===== src/rtl/ddr2_arb_pkg.sv =====
// Shared types for the ddr2_mgr request arbiter: owner codes, FSM states, default widths.
package ddr2_arb_pkg;

  localparam int DEF_ADDR_W = 25;
  localparam int DEF_LEN_W  = 10;

  typedef enum logic [1:0] {
    OWN_DISP = 2'd0,
    OWN_FRAC = 2'd1,
    OWN_CPU  = 2'd2,
    OWN_NONE = 2'd3
  } owner_t;

  typedef enum logic [1:0] {
    ST_IDLE  = 2'd0,
    ST_ISSUE = 2'd1,
    ST_BUSY  = 2'd2,
    ST_NULL  = 2'd3
  } state_t;

  // Bit 0 display, bit 1 fractal, bit 2 CPU; no owner gives no pulse.
  function automatic logic [2:0] owner_onehot(input owner_t o);
    logic [2:0] oh;
    oh = 3'b000;
    case (o)
      OWN_DISP: oh = 3'b001;
      OWN_FRAC: oh = 3'b010;
      OWN_CPU:  oh = 3'b100;
      default:  oh = 3'b000;
    endcase
    return oh;
  endfunction

endpackage


===== src/rtl/ddr2_req_arb_if.sv =====
// Command port between the arbiter (master) and ddr2_mgr (slave).
interface ddr2_req_arb_if
  import ddr2_arb_pkg::*;
#(
  parameter int ADDR_W = DEF_ADDR_W,
  parameter int LEN_W  = DEF_LEN_W
) ();

  logic              mem_req;
  logic              mem_wr;
  logic [ADDR_W-1:0] mem_addr;
  logic [LEN_W-1:0]  mem_len;
  logic              mem_grant;
  logic              mem_done;

  modport master (
    output mem_req, mem_wr, mem_addr, mem_len,
    input  mem_grant, mem_done
  );

  modport slave (
    input  mem_req, mem_wr, mem_addr, mem_len,
    output mem_grant, mem_done
  );

endinterface


===== src/rtl/ddr2_arb_pick.sv =====
// Combinational winner select: display first unless its streak is spent, then
// CPU/fractal by round-robin pointer, with display as last resort.
module ddr2_arb_pick
  import ddr2_arb_pkg::*;
(
  input  logic   disp_req,
  input  logic   frac_req,
  input  logic   cpu_req,
  input  logic   streak_full,
  input  logic   rr_cpu,
  output owner_t win
);

  always_comb begin
    win = OWN_NONE;
    if (disp_req && !streak_full)
      win = OWN_DISP;
    else if (cpu_req && (rr_cpu || !frac_req))
      win = OWN_CPU;
    else if (frac_req)
      win = OWN_FRAC;
    else if (disp_req)
      win = OWN_DISP;
  end

endmodule


===== src/rtl/ddr2_req_arb.sv =====
// Shares the ddr2_mgr command port among display, fractal and CPU requesters.
// Request seen in IDLE gives mem_req next cycle; every output is registered.
module ddr2_req_arb
  import ddr2_arb_pkg::*;
#(
  parameter int ADDR_W          = DEF_ADDR_W,
  parameter int LEN_W           = DEF_LEN_W,
  parameter int MAX_DISP_STREAK = 4,
  parameter int TIMEOUT_CYC     = 4096
) (
  input  logic              clk,
  input  logic              rst,
  input  logic              disp_req,
  input  logic [ADDR_W-1:0] disp_addr,
  input  logic [LEN_W-1:0]  disp_len,
  output logic              disp_gnt,
  output logic              disp_done,
  input  logic              frac_req,
  input  logic [ADDR_W-1:0] frac_addr,
  input  logic [LEN_W-1:0]  frac_len,
  output logic              frac_gnt,
  output logic              frac_done,
  input  logic              cpu_req,
  input  logic              cpu_wr,
  input  logic [ADDR_W-1:0] cpu_addr,
  input  logic [LEN_W-1:0]  cpu_len,
  output logic              cpu_gnt,
  output logic              cpu_done,
  ddr2_req_arb_if.master    mem,
  output logic [1:0]        owner,
  output logic              err_timeout,
  input  logic              err_clr
);

  localparam int SW = $clog2(MAX_DISP_STREAK + 1);
  localparam int TW = $clog2(TIMEOUT_CYC + 1);

  state_t            state, state_nxt;
  owner_t            own, own_nxt, win;
  logic [SW-1:0]     streak, streak_nxt;
  logic              rr_cpu, rr_nxt;
  logic [TW-1:0]     tmo_cnt, tmo_nxt;
  logic              cmd_req, req_nxt;
  logic              cmd_wr, wr_nxt;
  logic [ADDR_W-1:0] cmd_addr, addr_nxt;
  logic [LEN_W-1:0]  cmd_len, len_nxt;
  logic [2:0]        gnt_q, gnt_nxt, done_q, done_nxt;
  logic              err_nxt;
  logic              streak_full, others, tmo_hit;
  logic [ADDR_W-1:0] win_addr;
  logic [LEN_W-1:0]  win_len;
  logic              win_wr;

  assign streak_full = (streak >= SW'(MAX_DISP_STREAK));
  assign others      = frac_req | cpu_req;
  assign tmo_hit     = (tmo_cnt == TW'(TIMEOUT_CYC - 1));

  ddr2_arb_pick u_pick (
    .disp_req    (disp_req),
    .frac_req    (frac_req),
    .cpu_req     (cpu_req),
    .streak_full (streak_full),
    .rr_cpu      (rr_cpu),
    .win         (win)
  );

  always_comb begin
    win_addr = disp_addr;
    win_len  = disp_len;
    win_wr   = 1'b0;
    case (win)
      OWN_FRAC: begin win_addr = frac_addr; win_len = frac_len; win_wr = 1'b1;   end
      OWN_CPU:  begin win_addr = cpu_addr;  win_len = cpu_len;  win_wr = cpu_wr; end
      default:  ;
    endcase
  end

  always_comb begin
    state_nxt  = state;
    own_nxt    = own;
    streak_nxt = streak;
    rr_nxt     = rr_cpu;
    tmo_nxt    = '0;
    req_nxt    = cmd_req;
    wr_nxt     = cmd_wr;
    addr_nxt   = cmd_addr;
    len_nxt    = cmd_len;
    gnt_nxt    = 3'b000;
    done_nxt   = 3'b000;
    err_nxt    = err_timeout & ~err_clr;
    case (state)
      ST_IDLE: begin
        if (win != OWN_NONE) begin
          own_nxt  = win;
          wr_nxt   = win_wr;
          addr_nxt = win_addr;
          len_nxt  = win_len;
          if (win == OWN_DISP) begin
            if (!others)
              streak_nxt = '0;
            else if (!streak_full)
              streak_nxt = streak + 1'b1;
          end else begin
            streak_nxt = '0;
            rr_nxt     = ~rr_cpu;
          end
          // Zero-length transfers complete locally without touching ddr2_mgr.
          if (win_len == '0) begin
            state_nxt = ST_NULL;
            gnt_nxt   = owner_onehot(win);
          end else begin
            state_nxt = ST_ISSUE;
            req_nxt   = 1'b1;
          end
        end
      end
      ST_ISSUE: begin
        tmo_nxt = tmo_cnt + 1'b1;
        if (tmo_hit) begin
          req_nxt   = 1'b0;
          gnt_nxt   = owner_onehot(own);
          done_nxt  = owner_onehot(own);
          own_nxt   = OWN_NONE;
          err_nxt   = 1'b1;
          state_nxt = ST_IDLE;
        end else if (mem.mem_grant) begin
          req_nxt   = 1'b0;
          gnt_nxt   = owner_onehot(own);
          state_nxt = ST_BUSY;
        end
      end
      ST_BUSY: begin
        tmo_nxt = tmo_cnt + 1'b1;
        if (tmo_hit || mem.mem_done) begin
          done_nxt  = owner_onehot(own);
          own_nxt   = OWN_NONE;
          state_nxt = ST_IDLE;
          if (tmo_hit)
            err_nxt = 1'b1;
        end
      end
      default: begin
        done_nxt  = owner_onehot(own);
        own_nxt   = OWN_NONE;
        state_nxt = ST_IDLE;
      end
    endcase
  end

  always_ff @(posedge clk) begin
    if (rst) begin
      state       <= ST_IDLE;
      own         <= OWN_NONE;
      streak      <= '0;
      rr_cpu      <= 1'b1;
      tmo_cnt     <= '0;
      cmd_req     <= 1'b0;
      cmd_wr      <= 1'b0;
      cmd_addr    <= '0;
      cmd_len     <= '0;
      gnt_q       <= 3'b000;
      done_q      <= 3'b000;
      err_timeout <= 1'b0;
    end else begin
      state       <= state_nxt;
      own         <= own_nxt;
      streak      <= streak_nxt;
      rr_cpu      <= rr_nxt;
      tmo_cnt     <= tmo_nxt;
      cmd_req     <= req_nxt;
      cmd_wr      <= wr_nxt;
      cmd_addr    <= addr_nxt;
      cmd_len     <= len_nxt;
      gnt_q       <= gnt_nxt;
      done_q      <= done_nxt;
      err_timeout <= err_nxt;
    end
  end

  assign mem.mem_req  = cmd_req;
  assign mem.mem_wr   = cmd_wr;
  assign mem.mem_addr = cmd_addr;
  assign mem.mem_len  = cmd_len;
  assign owner        = own;
  assign disp_gnt     = gnt_q[0];
  assign frac_gnt     = gnt_q[1];
  assign cpu_gnt      = gnt_q[2];
  assign disp_done    = done_q[0];
  assign frac_done    = done_q[1];
  assign cpu_done     = done_q[2];

endmodule


===== src/flat_wrapper.sv =====
// flat-port wrapper written by rule: the top's interface ports become plain ports
module ddr2_req_arb_flat import ddr2_arb_pkg::*;
#(
  parameter int ADDR_W          = DEF_ADDR_W,
  parameter int LEN_W           = DEF_LEN_W,
  parameter int MAX_DISP_STREAK = 4,
  parameter int TIMEOUT_CYC     = 4096
)
  (clk, rst, disp_req, disp_addr, disp_len, disp_gnt, disp_done, frac_req, frac_addr, frac_len, frac_gnt, frac_done, cpu_req, cpu_wr, cpu_addr, cpu_len, cpu_gnt, cpu_done, owner, err_timeout, err_clr, mem_mem_req, mem_mem_wr, mem_mem_addr, mem_mem_len, mem_mem_grant, mem_mem_done);
  ddr2_req_arb_if #(.ADDR_W(ADDR_W), .LEN_W(LEN_W)) mem_i ();
  input  logic clk;
  input  logic rst;
  input  logic disp_req;
  input  logic [ADDR_W-1:0] disp_addr;
  input  logic [LEN_W-1:0] disp_len;
  output logic disp_gnt;
  output logic disp_done;
  input  logic frac_req;
  input  logic [ADDR_W-1:0] frac_addr;
  input  logic [LEN_W-1:0] frac_len;
  output logic frac_gnt;
  output logic frac_done;
  input  logic cpu_req;
  input  logic cpu_wr;
  input  logic [ADDR_W-1:0] cpu_addr;
  input  logic [LEN_W-1:0] cpu_len;
  output logic cpu_gnt;
  output logic cpu_done;
  output logic [1:0] owner;
  output logic err_timeout;
  input  logic err_clr;
  output wire logic [$bits(mem_i.mem_req)-1:0] mem_mem_req;
  output wire logic [$bits(mem_i.mem_wr)-1:0] mem_mem_wr;
  output wire logic [$bits(mem_i.mem_addr)-1:0] mem_mem_addr;
  output wire logic [$bits(mem_i.mem_len)-1:0] mem_mem_len;
  input wire logic [$bits(mem_i.mem_grant)-1:0] mem_mem_grant;
  input wire logic [$bits(mem_i.mem_done)-1:0] mem_mem_done;
  assign mem_mem_req = mem_i.mem_req;
  assign mem_mem_wr = mem_i.mem_wr;
  assign mem_mem_addr = mem_i.mem_addr;
  assign mem_mem_len = mem_i.mem_len;
  assign mem_i.mem_grant = mem_mem_grant;
  assign mem_i.mem_done = mem_mem_done;
  ddr2_req_arb #(.ADDR_W(ADDR_W), .LEN_W(LEN_W), .MAX_DISP_STREAK(MAX_DISP_STREAK), .TIMEOUT_CYC(TIMEOUT_CYC)) u_core (.clk(clk), .rst(rst), .disp_req(disp_req), .disp_addr(disp_addr), .disp_len(disp_len), .disp_gnt(disp_gnt), .disp_done(disp_done), .frac_req(frac_req), .frac_addr(frac_addr), .frac_len(frac_len), .frac_gnt(frac_gnt), .frac_done(frac_done), .cpu_req(cpu_req), .cpu_wr(cpu_wr), .cpu_addr(cpu_addr), .cpu_len(cpu_len), .cpu_gnt(cpu_gnt), .cpu_done(cpu_done), .mem(mem_i), .owner(owner), .err_timeout(err_timeout), .err_clr(err_clr));
endmodule

===== config.mk =====
export PLATFORM = sky130hd
export DESIGN_NAME = ddr2_req_arb_flat
export DESIGN_NICKNAME = d
export VERILOG_FILES = /design/src/rtl/ddr2_arb_pkg.sv /design/src/rtl/ddr2_req_arb_if.sv /design/src/rtl/ddr2_arb_pick.sv /design/src/rtl/ddr2_req_arb.sv /design/src/flat_wrapper.sv
export SDC_FILE = /design/constraint.sdc
export NUM_CORES = 1
export LEC_CHECK = 0
export ABC_AREA = 1
export ABC_CLOCK_PERIOD_IN_PS = 4200
export CORE_AREA = 4 4 122 124
export CTS_CLUSTER_DIAMETER = 100
export DETAILED_ROUTE_END_ITERATION = 7
export DIE_AREA = 0 0 126 128
export PLACE_DENSITY = 0.57
export SKIP_CTS_REPAIR_TIMING = 1
export SYNTH_ARGS = -nofsm -noshare
export SYNTH_HDL_FRONTEND = slang
export SYNTH_SLANG_ARGS = --single-unit

===== constraint.sdc =====
create_clock -name clk -period 4.2 [get_ports clk]
set_input_delay 0.42 -clock clk [delete_from_list [all_inputs] [get_ports clk]]
set_output_delay 0.42 -clock clk [all_outputs]
set_load 0.02 [all_outputs]

==> results of run 1 <==
## cells in the mapped netlist, drive strengths merged
master / instances
or2: 6
nor2: 41
xor2: 2
nand4: 5
nor3: 6
inv: 37
clkbuf: 16
o21ai: 80
a221oi: 1
buf: 11
dfxtp: 65
o211ai: 2
ha: 12
o21a: 1
nand3: 40
a21oi: 51
nand2: 121
## per-layer routing
metal,track usage,vias to the layer above,share of wire
met5,0,-,0
met3,0.0683,15,0.11
met2,0.233,156,0.45
met4,0.0644,0,0.019
met1,0.168,1671,0.42
li1,-,1942,-
## worst paths after layout
kind	start	end	slack, ps	depth (start not counted)
setup / recovery	frac_req	u_core.gnt_q[1]	1310	16
hold / removal	u_core.tmo_cnt[0]	u_core.tmo_cnt[0]	450	1
setup reg to reg	u_core.rr_cpu	u_core.gnt_q[1]	1560	15
hold reg to reg	u_core.tmo_cnt[0]	u_core.tmo_cnt[0]	450	1
## registers in the layout (all words and copies together), names as in the netlist
register and cells:
u_core.streak 3, u_core.mem.mem_req 1, u_core.rr_cpu 1, u_core.err_timeout 1, u_core.done_q 3, u_core.tmo_cnt 13, u_core.state 2, u_core.mem.mem_wr 1
u_core.mem.mem_len 10, u_core.mem.mem_addr 25, u_core.owner 2, u_core.gnt_q 3
## cell type report
class	instances	area share
multi-input cells	368	0.333
flip-flops and latches	65	0.237
clock buffers	10	0.0417
repair buffers	167	0.301
inverters	37	0.0253
clock inverters	6	0.0210
well taps	180	0.0411
## logic make-up after synthesis
group,synth area share
and+or+nand+nor,0.281
AOI/OAI and AO/OA,0.205
DFF,0.383
buffers and inverters,0.0810
adders and majority gates,0.0442
xor gates and xnor gates,0.00516
## through the flow
step | std cells | power (uW) | util | instance area (um^2)
final | 833 | 3030 | 0.398 | 5490
after global routing | 833 | 3240 | 0.398 | 5490
after CTS | 833 | 3080 | 0.398 | 5490
after detailed placement | 817 | 2190 | 0.373 | 5140
after global placement | 817 | 2180 | 0.373 | 5140
after floorplan | 497 | 1600 | - | 3400
## where the power goes
group	switching, uW	internal, uW	leakage (uW)
clock network	285	583	0.000163
logic	730	549	0.00143
registers	97.2	789	0.000535
## critical path: stages
cell and delay [ps]:
clkdlybuf4s50_1 500, inv_1 60, o21ai_0 200, inv_1 60, nand2_1 50, o21ai_0 190
inv_1 160, ha_2 400, or2_2 350, nand2_1 100, nand2_1 50, nor2_1 170
nand3_2 100, nor2_2 130, nand2_1 100, a21oi_2 120
==> impl_metrics.yaml, run 1 <==
yosys:
  yosysWarnings: 0
  synth_largest_area_cell: "dfxtp_1"
  netlist_area_um2: 3400
  yosysSeqAreaShare: 0.383
  synth.area.top_cells: "dfxtp_1 38%, nand2_1 13%, o21ai_0 11%"
  avgSynthCellArea_um2: 6.84
  synth_cell_types: 29
  netlist.area_leader.share: 0.383
  ys_ff_latch: 65
  syn_nets: 623
  synth_cells: 497
floorplanning:
  die_h_um: 128
  start_util: 0.247
  die_w_um: 126
  ios: 160
  die_area_um2: 16100
  coreArea_um2: 13800
  rows: 43
final_layout:
  antenna_cells: 0
  fin_nets: 774
  synthToLayoutAreaGrowth_pct: 61.4
  regArea_um2: 1300
  layout_commonest_cell: "clkdlybuf4s50_1"
  layout_common_cells: "159 x clkdlybuf4s50_1, 117 x nand2_1, 76 x o21ai_0"
  drive_gt1_frac: 0.0643
  fillCellCount: 1468
  multi_input_area_um2: 1820
drt:
  wirelength_um: 11700
  drtAntennaViolNets: 0
  drtPass1Iterations: 5
  drt_iter0_drc: 137
  wl_per_cell_um: 14.1
  vias: 3784
  vias_per_cell: 4.54
  drc: 0
status:
  status: "complete, no violations"
global_routing:
  antenna_found_initial: 0
  grt_start_max_net_pins: 43
  track_usage: 0.146
  grt_overflow: 0
  grt_pass1_vias: 3937
  grt_pass1_wl_um: 18900
placement:
  dp_slack_ps: 962
  dpl.hpwl_um: 9150
  gp_congestion: 0.858
  portBuffers: 159
timing:
  fin_setup_tns_ps: 0
  hold_viol_final: 0
  worst_slack_ps: 1310
  clock_skew_ps: 4.11
  fin_crit_ps: 2890
  rsz0062_at_grt: "false"
  max_slew.worst_pin.slew_ps: 1000
  slew_violations: 0
  max_freq_ghz: 0.346
  fin_crit_sh: 0.689
  slew_headroom: 0.330
  finalSetupViolations: 0
  whs_ps: 449
clock_tree:
  cts_buffer_depth: 2
  cts_max_level: 3
  cts_tree: "yes"
  worstSkewPairLatency_ps: 330
  clkTransAtPathRegs_ps: 60
  cts_inserted_buffers: 9
  cts_num_sinks: 65
  cts_root_buf: "clkbuf_16"
setup_path:
  worstPathRequired_ps: 4460
  cp_max_fo: 21
  crit_path_start_kind: "primary input"
  critical_path_class: "in -> reg"
  cp.arrival_ps: 3150
  endpoint_kind: "flip-flop"
power_and_ir_drop:
  ir_worst_vdd_uv: 186
  pwr_density_cell_nw_per_um2: 553
  leakagePower_uw: 0.00213
hold_path:
  hp-class: "reg -> reg"
job:
  drv_cap: 0
Note: power is estimated with default switching activity, not from simulation.
==> run 2: changes to the inputs <==
ABC_CLOCK_PERIOD_IN_PS = 2900   (was 4200)
clock period = 2.9 ns   (was 4.2 ns; I/O delays follow)
==> impl_metrics.yaml, run 2 (same netlist as run 1, synthesis figures left out) <==
power_and_ir_drop:
  p_total_uw: 4380
  ir_worst_vdd_uv: 353
  pwr_density_cell_nw_per_um2: 786
  leakagePower_uw: 0.00219
final_layout:
  fin_util: 0.405
  synthToLayoutAreaGrowth_pct: 64.0
  drive_gt1_frac: 0.0798
  fin_nets: 786
  layout_common_cells: "159 x clkdlybuf4s50_1, 117 x nand2_1, 76 x o21ai_0"
  fillCellCount: 1455
  design_area_um2: 5570
  layout_commonest_cell: "clkdlybuf4s50_1"
  antenna_cells: 0
  largest_register_ffs: 25
  final_cells: 844
floorplanning:
  start_util: 0.247
  rows: 43
  die_w_um: 126
  ios: 160
  die_area_um2: 16100
  die_h_um: 128
  coreArea_um2: 13800
timing:
  max_slew.worst_pin.slew_ps: 653
  fin_crit_sh: 0.890
  max_freq_ghz: 0.387
  fin_crit_ps: 2580
  whs_ps: 448
  clock_skew_ps: 6.36
  slew_violations: 0
  rsz0062_at_grt: "false"
  hold_viol_final: 0
  finalSetupViolations: 0
  slew_headroom: 0.565
placement:
  numPlacedInstances: 829
  portBuffers: 159
  gp_congestion: 0.823
  placed_cell_area_um2: 5240
  dpl.hpwl_um: 9240
drt:
  drtPass1Iterations: 4
  wirelength_um: 11900
  vias_per_cell: 4.52
  drc: 0
  vias: 3819
  drtAntennaViolNets: 0
  drt_iter0_drc: 135
  wl_per_cell_um: 14.1
hold_path:
  hp-class: "reg -> reg"
  whs_path_depth: 1
global_routing:
  grt_start_max_net_pins: 51
  grt_pass1_wl_um: 19100
  track_usage: 0.147
  antenna_found_initial: 0
  grt_pass1_vias: 3992
  grt_overflow: 0
setup_path:
  cp.arrival_ps: 2810
  cp_max_fo: 13
  critical_path_class: "in -> reg"
  crit_path_start_kind: "primary input"
  endpoint_kind: "flip-flop"
  ff2ff_path_depth: 14
  worstPathRequired_ps: 3130
clock_tree:
  clkTransAtPathRegs_ps: 50
  cts_num_sinks: 65
  cts_buffer_depth: 2
  cts_inserted_buffers: 9
  cts_root_buf: "clkbuf_16"
  cts_tree: "yes"
  worstSkewPairLatency_ps: 330
  cts_max_level: 3
status:
  status: "complete, no violations"
job:
  drv_cap: 0
[run 2: metal layers]
metal,vias up,wire (um),track usage
li1,1960,-,-
met1,1687,4870,0.163
met4,0,197,0.0391
met3,18,1300,0.0817
met2,154,5490,0.246
met5,-,0,0
[run 2: power by group]
group          leakage, uW  switching [uW]  internal [uW]
Combinational      0.00149            1060            831
Clock             0.000162             385            818
Sequential        0.000535             142           1140
Total              0.00219            1590           2790
[run 2: final timing paths]
check / to / slack [ps] / start
worst max-delay path: u_core.mem.mem_req / 320 / frac_req
worst min-delay path: u_core.tmo_cnt[0] / 450 / u_core.tmo_cnt[0]
worst max register to register: u_core.mem.mem_req / 460 / u_core.rr_cpu
worst min register to register: u_core.tmo_cnt[0] / 450 / u_core.tmo_cnt[0]
[run 2: layout make-up]
class / count / area (um^2) / area share
clock buffers: 13 / 270 / 0.0485
clock inverters: 2 / 60.1 / 0.0108
inverters: 37 / 139 / 0.0249
multi-input cells: 368 / 1820 / 0.327
flip-flops and latches: 65 / 1300 / 0.233
well taps: 180 / 225 / 0.0404
repair buffers: 179 / 1750 / 0.315
[run 2: metrics by stage]
| step | setup WS (ps) | TNS, ps |
|---|---|---|
| finish | 318 | 0 |
| global route | 56.3 | 0 |
| CTS | 325 | 0 |
| detailed placement | -16.1 | -27.6 |
| global placement | 22.4 | 0 |
| floorplan | 728 | 0 |
[run 2: critical path: stages]
cell and delay [ps]:
clkdlybuf4s50_1 490, inv_1 60, o21ai_0 210, inv_1 60, nand2_1 50, o21ai_0 140
inv_1 110, ha_2 350, or2_2 320, nand2_1 90, nand2_1 50, nor2_1 170
nand4_1 180, a21oi_1 170, nor2_1 60
==> run 3: changes to the inputs <==
ABC_CLOCK_PERIOD_IN_PS = 2850   (was 2900)
CELL_PAD_IN_SITES_DETAIL_PLACEMENT = 1   (was unset)
CELL_PAD_IN_SITES_GLOBAL_PLACEMENT = 2   (was unset)
CORE_AREA = 4 4 133 135   (was 4 4 122 124)
DIE_AREA = 0 0 137 139   (was 0 0 126 128)
PLACE_DENSITY = 0.83   (was 0.57)
clock period = 2.85 ns   (was 2.9 ns; I/O delays follow)
==> impl_metrics.yaml, run 3 (same netlist as run 1, synthesis figures left out) <==
setup_path:
  cp_max_fo: 17
  cp.arrival_ps: 2770
  crit_path_start_kind: "primary input"
  critical_path_class: "in -> reg"
  endpoint_kind: "flip-flop"
  ff2ff_path_depth: 13
  worstPathRequired_ps: 3080
status:
  status: "complete, no violations"
drt:
  wl_per_cell_um: 15.7
  vias: 3934
  wirelength_um: 13900
  vias_per_cell: 4.44
  drc: 0
  drtAntennaViolNets: 0
  drtPass1Iterations: 4
  drt_iter0_drc: 132
global_routing:
  grt_start_max_net_pins: 39
  grt_overflow: 0
  grt_pass1_wl_um: 22400
  grt_pass1_vias: 4388
  antenna_found_initial: 1
  track_usage: 0.150
floorplanning:
  ios: 160
  coreArea_um2: 16500
  die_w_um: 137
  rows: 47
  die_h_um: 139
  die_area_um2: 19000
  start_util: 0.206
clock_tree:
  cts_buffer_depth: 2
  cts_tree: "yes"
  cts_root_buf: "clkbuf_16"
  cts_inserted_buffers: 9
  clkTransAtPathRegs_ps: 50
  worstSkewPairLatency_ps: 340
  cts_num_sinks: 65
  cts_max_level: 3
final_layout:
  fin_util: 0.343
  regArea_um2: 1300
  layout_commonest_cell: "clkdlybuf4s50_1"
  fin_nets: 788
  antenna_cells: 0
  final_cells: 886
  largest_register_ffs: 25
  drive_gt1_frac: 0.0841
  synthToLayoutAreaGrowth_pct: 66.4
  layout_common_cells: "159 x clkdlybuf4s50_1, 117 x nand2_1, 75 x o21ai_0"
  fillCellCount: 2002
  multi_input_area_um2: 1830
power_and_ir_drop:
  power.switching_uw: 1700
  seq_power_share: 0.287
  ir_worst_vdd_uv: 320
  switching_share: 0.372
  p_comb_frac: 0.442
  p_int_uw: 2870
  clkPwrFrac: 0.272
  leakagePower_uw: 0.00220
  pwr_density_cell_nw_per_um2: 808
  p_total_uw: 4570
hold_path:
  whs_path_depth: 1
  hp-class: "reg -> reg"
timing:
  max_freq_ghz: 0.394
  fin_crit_sh: 0.891
  slew_violations: 0
  fin_crit_ps: 2540
  max_slew.worst_pin.slew_ps: 515
  rsz0062_at_grt: "false"
  slew_headroom: 0.655
  hold_viol_final: 0
  finalSetupViolations: 0
  clock_skew_ps: 6.56
placement:
  gp_congestion: 0.845
  dpl.hpwl_um: 10800
  numPlacedInstances: 871
  portBuffers: 159
job:
  drv_cap: 0
[run 3: changes by cell type in the layout (fill, tap and decap cells not counted), sizes merged]
| cell | before | now |
|---|---|---|
| buf | 20 | 22 |
[run 3: path summary, 6_finish.rpt]
kind,startpoint,end,slack [ps]
worst max-delay path,frac_req,u_core.mem.mem_req,310
worst min-delay path,u_core.tmo_cnt[0],u_core.tmo_cnt[0],450
worst max register to register,u_core.rr_cpu,u_core.mem.mem_req,490
worst min register to register,u_core.tmo_cnt[0],u_core.tmo_cnt[0],450
[run 3: layer usage]
layer / wire (um) / part of all wire / GRT usage
met5: 0 / 0 / 0
met1: 5650 / 0.41 / 0.169
met4: 157 / 0.011 / 0.0420
met2: 6710 / 0.48 / 0.252
met3: 1360 / 0.098 / 0.0733
[run 3: layout make-up]
| type | count | share of cell area |
|---|---|---|
| Clock buffer | 13 | 0.0478 |
| Clock inverter | 2 | 0.0106 |
| Inverter | 37 | 0.0246 |
| Multi-Input combinational cell | 368 | 0.323 |
| Sequential cell | 65 | 0.230 |
| Tap cell | 220 | 0.0487 |
| Timing Repair Buffer | 181 | 0.315 |
[run 3: through the flow]
| stage | TNS, ps | hold WS (ps) | worst slack [ps] | area, um^2 |
|---|---|---|---|---|
| 5_1_grt | 0 | 494 | 38.8 | 5650 |
| 3_5_place_dp | -492 | 449 | -131 | 5320 |
| 6_report | 0 | 452 | 310 | 5650 |
| 2_1_floorplan | 0 | 418 | 681 | 3400 |
| 3_3_place_gp | -28.5 | 428 | -19.3 | 5320 |
| 4_1_cts | 0 | 462 | 204 | 5650 |
[run 3: worst max-delay path: stages]
cell	delay [ps]
clkdlybuf4s50_1	510
inv_1	70
o21ai_1	160
inv_1	60
nand2_1	50
o21ai_0	110
inv_1	100
ha_2	370
or2_2	330
nand2_1	90
nand2_1	50
nor2_1	160
nand4_1	200
a21oi_1	170
nor2_1	50
[run 3: power by group through the flow]
stage,combinational [uW],clock (uW),sequential (uW)
floorplan,793,0,1570
global placement,1990,0,1320
detailed placement,2040,0,1330
CTS,2050,1280,1310
global route,2230,1320,1350
finish,2020,1240,1310
